--- config.mk ---
export PLATFORM = sky130hd
export DESIGN_NAME = patp_mem_responder
export DESIGN_NICKNAME = d
export VERILOG_FILES = /design/src/rtl/patp_mem_pkg.sv /design/src/rtl/patp_ram_array.sv /design/src/rtl/patp_mem_responder.sv
export SDC_FILE = /design/constraint.sdc
export NUM_CORES = 1
export LEC_CHECK = 0
export CORE_MARGIN = 2
export CORE_UTILIZATION = 56
export DETAILED_ROUTE_END_ITERATION = 16
export GPL_TIMING_DRIVEN = 0
export PLACE_DENSITY = 0.77
export SYNTH_ARGS = -nofsm -noshare
export SYNTH_HDL_FRONTEND = slang
export SYNTH_SLANG_ARGS = --single-unit
--- constraint.sdc ---
create_clock -name clk -period 1.97 [get_ports clk]
set_input_delay 0.2955 -clock clk [delete_from_list [all_inputs] [get_ports clk]]
set_output_delay 0.2955 -clock clk [all_outputs]
set_load 0.02 [all_outputs]
--- src/rtl/patp_mem_pkg.sv ---
// Shared types and constants for the PATP memory responder.
// Holds default widths, the wait-counter width and the FSM state encoding.
package patp_mem_pkg;

   localparam int ADDR_W_DEF = 5;
   localparam int DATA_W_DEF = 8;
   localparam int CNT_W      = 4;

   typedef enum logic [1:0] {
      S_IDLE,
      S_WAIT,
      S_RESP
   } state_t;

endpackage

--- src/rtl/patp_ram_array.sv ---
// 2**ADDR_W x DATA_W register store: synchronous write, synchronous clear,
// registered read port that holds its value between reads.
module patp_ram_array
   import patp_mem_pkg::*;
#(
   parameter int ADDR_W = ADDR_W_DEF,
   parameter int DATA_W = DATA_W_DEF
) (
   input  logic              clk,
   input  logic              rst,
   input  logic              wen,
   input  logic              ren,
   input  logic [ADDR_W-1:0] addr,
   input  logic [DATA_W-1:0] wdata,
   output logic [DATA_W-1:0] rdata
);

   localparam int DEPTH = 1 << ADDR_W;

   logic [DATA_W-1:0] mem [DEPTH];

   always_ff @(posedge clk) begin
      if (rst) begin
         for (int i = 0; i < DEPTH; i++) mem[i] <= '0;
         rdata <= '0;
      end else begin
         if (wen) mem[addr] <= wdata;
         if (ren) rdata <= mem[addr];
      end
   end

endmodule

--- src/rtl/patp_mem_responder.sv ---
// Memory-side responder for the MAR path: latches a request, waits
// WAIT_STATES cycles, performs the access and pulses ready for one cycle.
module patp_mem_responder
   import patp_mem_pkg::*;
#(
   parameter int ADDR_W      = ADDR_W_DEF,
   parameter int DATA_W      = DATA_W_DEF,
   parameter int WAIT_STATES = 1,
   parameter int PROT_TOP    = 0
) (
   input  logic              clk,
   input  logic              rst,
   input  logic              req,
   input  logic              we,
   input  logic [ADDR_W-1:0] addr,
   input  logic [DATA_W-1:0] wdata,
   output logic [DATA_W-1:0] rdata,
   output logic              ready,
   output logic              err,
   output logic              busy
);

   state_t            state, state_nx;
   logic [CNT_W-1:0]  cnt;
   logic [ADDR_W-1:0] addr_q;
   logic              we_q;
   logic [DATA_W-1:0] wdata_q;
   logic              err_q;
   logic              access;
   logic              prot_hit;

   // PROT_TOP=0 never matches since the address is unsigned.
   assign prot_hit = int'(addr_q) < PROT_TOP;

   always_comb begin
      state_nx = state;
      access   = 1'b0;
      case (state)
         S_IDLE: if (req) state_nx = S_WAIT;
         S_WAIT: begin
            if (cnt == '0) begin
               access   = 1'b1;
               state_nx = S_RESP;
            end
         end
         S_RESP:  state_nx = S_IDLE;
         default: state_nx = S_IDLE;
      endcase
   end

   always_ff @(posedge clk) begin
      if (rst) begin
         state   <= S_IDLE;
         cnt     <= '0;
         addr_q  <= '0;
         we_q    <= 1'b0;
         wdata_q <= '0;
         err_q   <= 1'b0;
      end else begin
         state <= state_nx;
         case (state)
            S_IDLE: begin
               if (req) begin
                  addr_q  <= addr;
                  we_q    <= we;
                  wdata_q <= wdata;
                  cnt     <= CNT_W'(WAIT_STATES);
                  err_q   <= 1'b0;
               end
            end
            S_WAIT: begin
               if (cnt != '0) cnt <= cnt - 1'b1;
               else           err_q <= we_q & prot_hit;
            end
            default: err_q <= 1'b0;
         endcase
      end
   end

   assign ready = (state == S_RESP);
   assign err   = ready & err_q;
   assign busy  = (state != S_IDLE);

   patp_ram_array #(
      .ADDR_W (ADDR_W),
      .DATA_W (DATA_W)
   ) u_ram (
      .clk   (clk),
      .rst   (rst),
      .wen   (access & we_q & ~prot_hit),
      .ren   (access & ~we_q),
      .addr  (addr_q),
      .wdata (wdata_q),
      .rdata (rdata)
   );

endmodule

==> summary.txt <==
Status
  • Status: finished with violations
  • Failing checks: setup timing

Route
  • Drt drc: 0
  • Routed WL: around 38000 µm
  • 1st-iter DRT viols: 1160
  • Routed Antenna Nets: 0
  • Vias: 8822
  • Via/cell ratio: 6.29
  • WL/cell: 27.0 µm
  • Pre-antenna DRT Iters: 7

Cells and area
  • Multi-input logic area: 5110 µm²
  • Post-route design area: 16200 µm²
  • Final Net Count: 1086
  • Most common cell after layout, fill and taps aside: edfxtp_1
  • N_diodes: 0
  • Finished Core Util: between 70% and 80%
  • FF+latch area: 8250 µm²
  • Synthesis-to-finish area growth: 23.7%
  • Most frequent cells in the layout: edfxtp_1 (256), and2_1 (194), and2_4 (65), nand2_1 (47), buf_6 (44)
  • # fillers: approximately 1400
  • Layout cell share with drive strength beyond 1: 32.8%

Synth
  • Most area-hungry cell type in the Yosys netlist: edfxtp_1
  • Synth Area per Inst: 13.7 µm²
  • Sequential share of the synthesized area: 63.0%
  • Net Count, Synth: 971
  • Top cells by area, synth: edfxtp_1 (59%), and2_1 (12%), mux4_2 (7.4%)
  • Unique masters post-synth: between 50 and 60
  • Async set-reset flop share out of synthesis: 0%
  • Synthesized flop and latch total: 284
  • Synth Instances: 952
  • EDFF count, synth: 256
  • Post-synth top area share: 58.8%
  • Mapped Area: roughly 13000 µm²
  • Yosys warns: 0
  • Top_reg_cell synth: edfxtp_1

Min path
  • WHS Path Cells: 3
  • Hold Crit Class: in2reg
  • Hold Path End: wdata_q[5]
  • HP Start: wdata[5]

Clocking
  • CTS tree: yes
  • Later-pin clock latency in the skew report: 560 ps
  • CTS max path bufs: 3
  • Root Buffer: clkbuf_16
  • TritonCTS Buffers: 28
  • Clock slew at reported path FFs: 60 ps
  • # hold bufs at CTS: 0
  • H-tree depth: 1
  • Sink Count: 284

STA
  • Final Hold Slack: 284 ps
  • Tightest Pin Transition: 978 ps
  • RSZ-0062 raised after global routing: true
  • Final Hold Fails: 0
  • Final period util: 116%
  • Final setup fails: 471
  • Final worst slack: -323 ps
  • Final Max Tran Viols: 0
  • Relative slew slack: 34.8%
  • Tmin final: 2290 ps
  • Fin Clk Skew: 16.0 ps
  • Max Freq: about 440 MHz

Worst setup path
  • Required time worst endpoint: 2230 ps
  • R2R Path End: u_ram.mem[20][5]
  • Startpoint Class: flop
  • Reg2Reg Setup Slack: -320 ps
  • Worst-case reg-to-reg path depth: 8
  • CP max FO: 8
  • Crit. End Element: flop
  • CP arrival: 2550 ps
  • Worst flop-to-flop path startpoint: cnt[1]
  • Setup CP Type: reg2reg

GRT
  • Initial antenna violation count: 0
  • First-pass GRT wire length: 53200 µm
  • Pin count of the biggest net entering global routing: 16
  • Number of global-route vias before repair: 8483
  • GRT Total Usage: between 30% and 40%
  • Total gr overflow: 0

Floorplanning
  • Core Area: ~23000 µm²
  • Die area: 24600 µm²
  • Die outline height: 157 µm
  • Initial core utilization: 57.4%
  • Num rows: 55
  • Die width: 157 µm
  • Ports: 28

Flow run
  • Max Cap Violations: 0

Placed design
  • Post-DP HPWL: roughly 23000 µm
  • Final GP Congestion: 0.965
  • IO buf count: 25
  • Worst slack at placement: -1180 ps
  • Placed cell area: 13800 µm²

Pwr
  • PD cells: 877 nW/µm²
  • Peak supply drop: 788 µV
  • Lkg Pwr: 5.81 nW
[where the power goes]
part	internal, mW	switching [mW]	total [mW]
Combinational	0.538	0.865	1.40
Sequential	6.77	0.127	6.89
Clock	3.55	2.34	5.89
Total	10.9	3.33	14.2
[worst max-delay path by stage]
stage	start	to	cells past startpoint
global route	cnt[1]	u_ram.mem[20][1]	8
detailed placement	addr_q[1]	u_ram.mem[11][5]	6
global placement	addr_q[1]	u_ram.mem[11][5]	6
finish	cnt[1]	u_ram.mem[20][5]	8
floorplan	cnt[1]	u_ram.mem[28][0]	8
CTS	cnt[1]	u_ram.mem[20][7]	8
[worst max-delay path, cell delays in order (launching register included)]
cell and delay, ps:
dfxtp_2 320, inv_2 70, ha_4 130, nor3b_4 190
and4b_2 320, or3b_4 410, buf_12 170, nor2_4 140
or2_4 230
[state kept, by name (all words and copies together), names as in the netlist]
name,cells
u_ram.mem,256
u_ram.rdata,8
wdata_q,8
addr_q,5
cnt,4
state,2
we_q,1
[repair_timing]
action / CTS / global route
resized for setup: 146 / 118
cloned: 0 / 1
setup buffers: 47 / 18
pin swaps: 36 / 19
setup endpoints to repair: 520 / 517
[per-stage QoR]
step	power, mW	setup TNS (ps)	cells
after floorplan	7.69	-4910	952
after global placement	8.17	-352520	1290
after detailed placement	8.19	-355000	1290
after CTS	14.0	-51060	1388
after global routing	14.5	-110470	1402
final	14.2	-66860	1402
[cells in the mapped netlist, types with 2 or more instances]
master,instances
a211oi_1,6
a21oi_1,17
a221oi_1,2
a22oi_1,10
a311oi_1,2
a31oi_1,6
and2_1,259
and2b_1,2
and3_1,6
buf_2,11
buf_4,11
buf_6,2
clkbuf_1,39
dfxtp_1,28
edfxtp_1,256
ha_1,2
inv_1,3
mux2_2,6
mux2i_1,37
mux4_2,43
nand2_1,49
nand2b_1,3
nand3_1,11
nand3b_1,4
nand4b_1,2
nor2_1,39
nor2_4,8
nor2b_1,6
nor3_1,8
nor4_1,3
o21ai_0,2
o21bai_1,4
o22ai_1,12
or2_2,33
[area by class of cell]
| type | instances | area share, % |
|---|---|---|
| buffer | 61 | 2.85 |
| clock buffer | 37 | 5.24 |
| clock inverter | 15 | 1.15 |
| inverter | 3 | 0.0696 |
| multi-input combinational | 601 | 31.6 |
| sequential | 284 | 51.0 |
| tap | 313 | 2.42 |
| timing repair buffer | 88 | 5.68 |
[layer usage]
layer	wire, µm	global-route usage [%]	vias up
met2	17400	47.8	621
met4	1980	10.7	0
met5	0	0	-
met1	14000	42.2	4339
met3	4410	6.26	172
li1	-	-	3690
[kinds of logic (layout without fill, tap and decap cells)]
logic type      count (synthesis)  after routing  synth area share (%)
other cells                     1              1                0.0287
fa+ha+maj                       2              2                 0.191
mux                            86             86                  10.7
compound gates                 67             67                  3.45
buf+inv                        67            204                  2.46
xor+xnor                        2              2                 0.134
flops                         284            284                  63.0
simple gates                  443            443                  19.9
(Power assumes the default switching activity.)
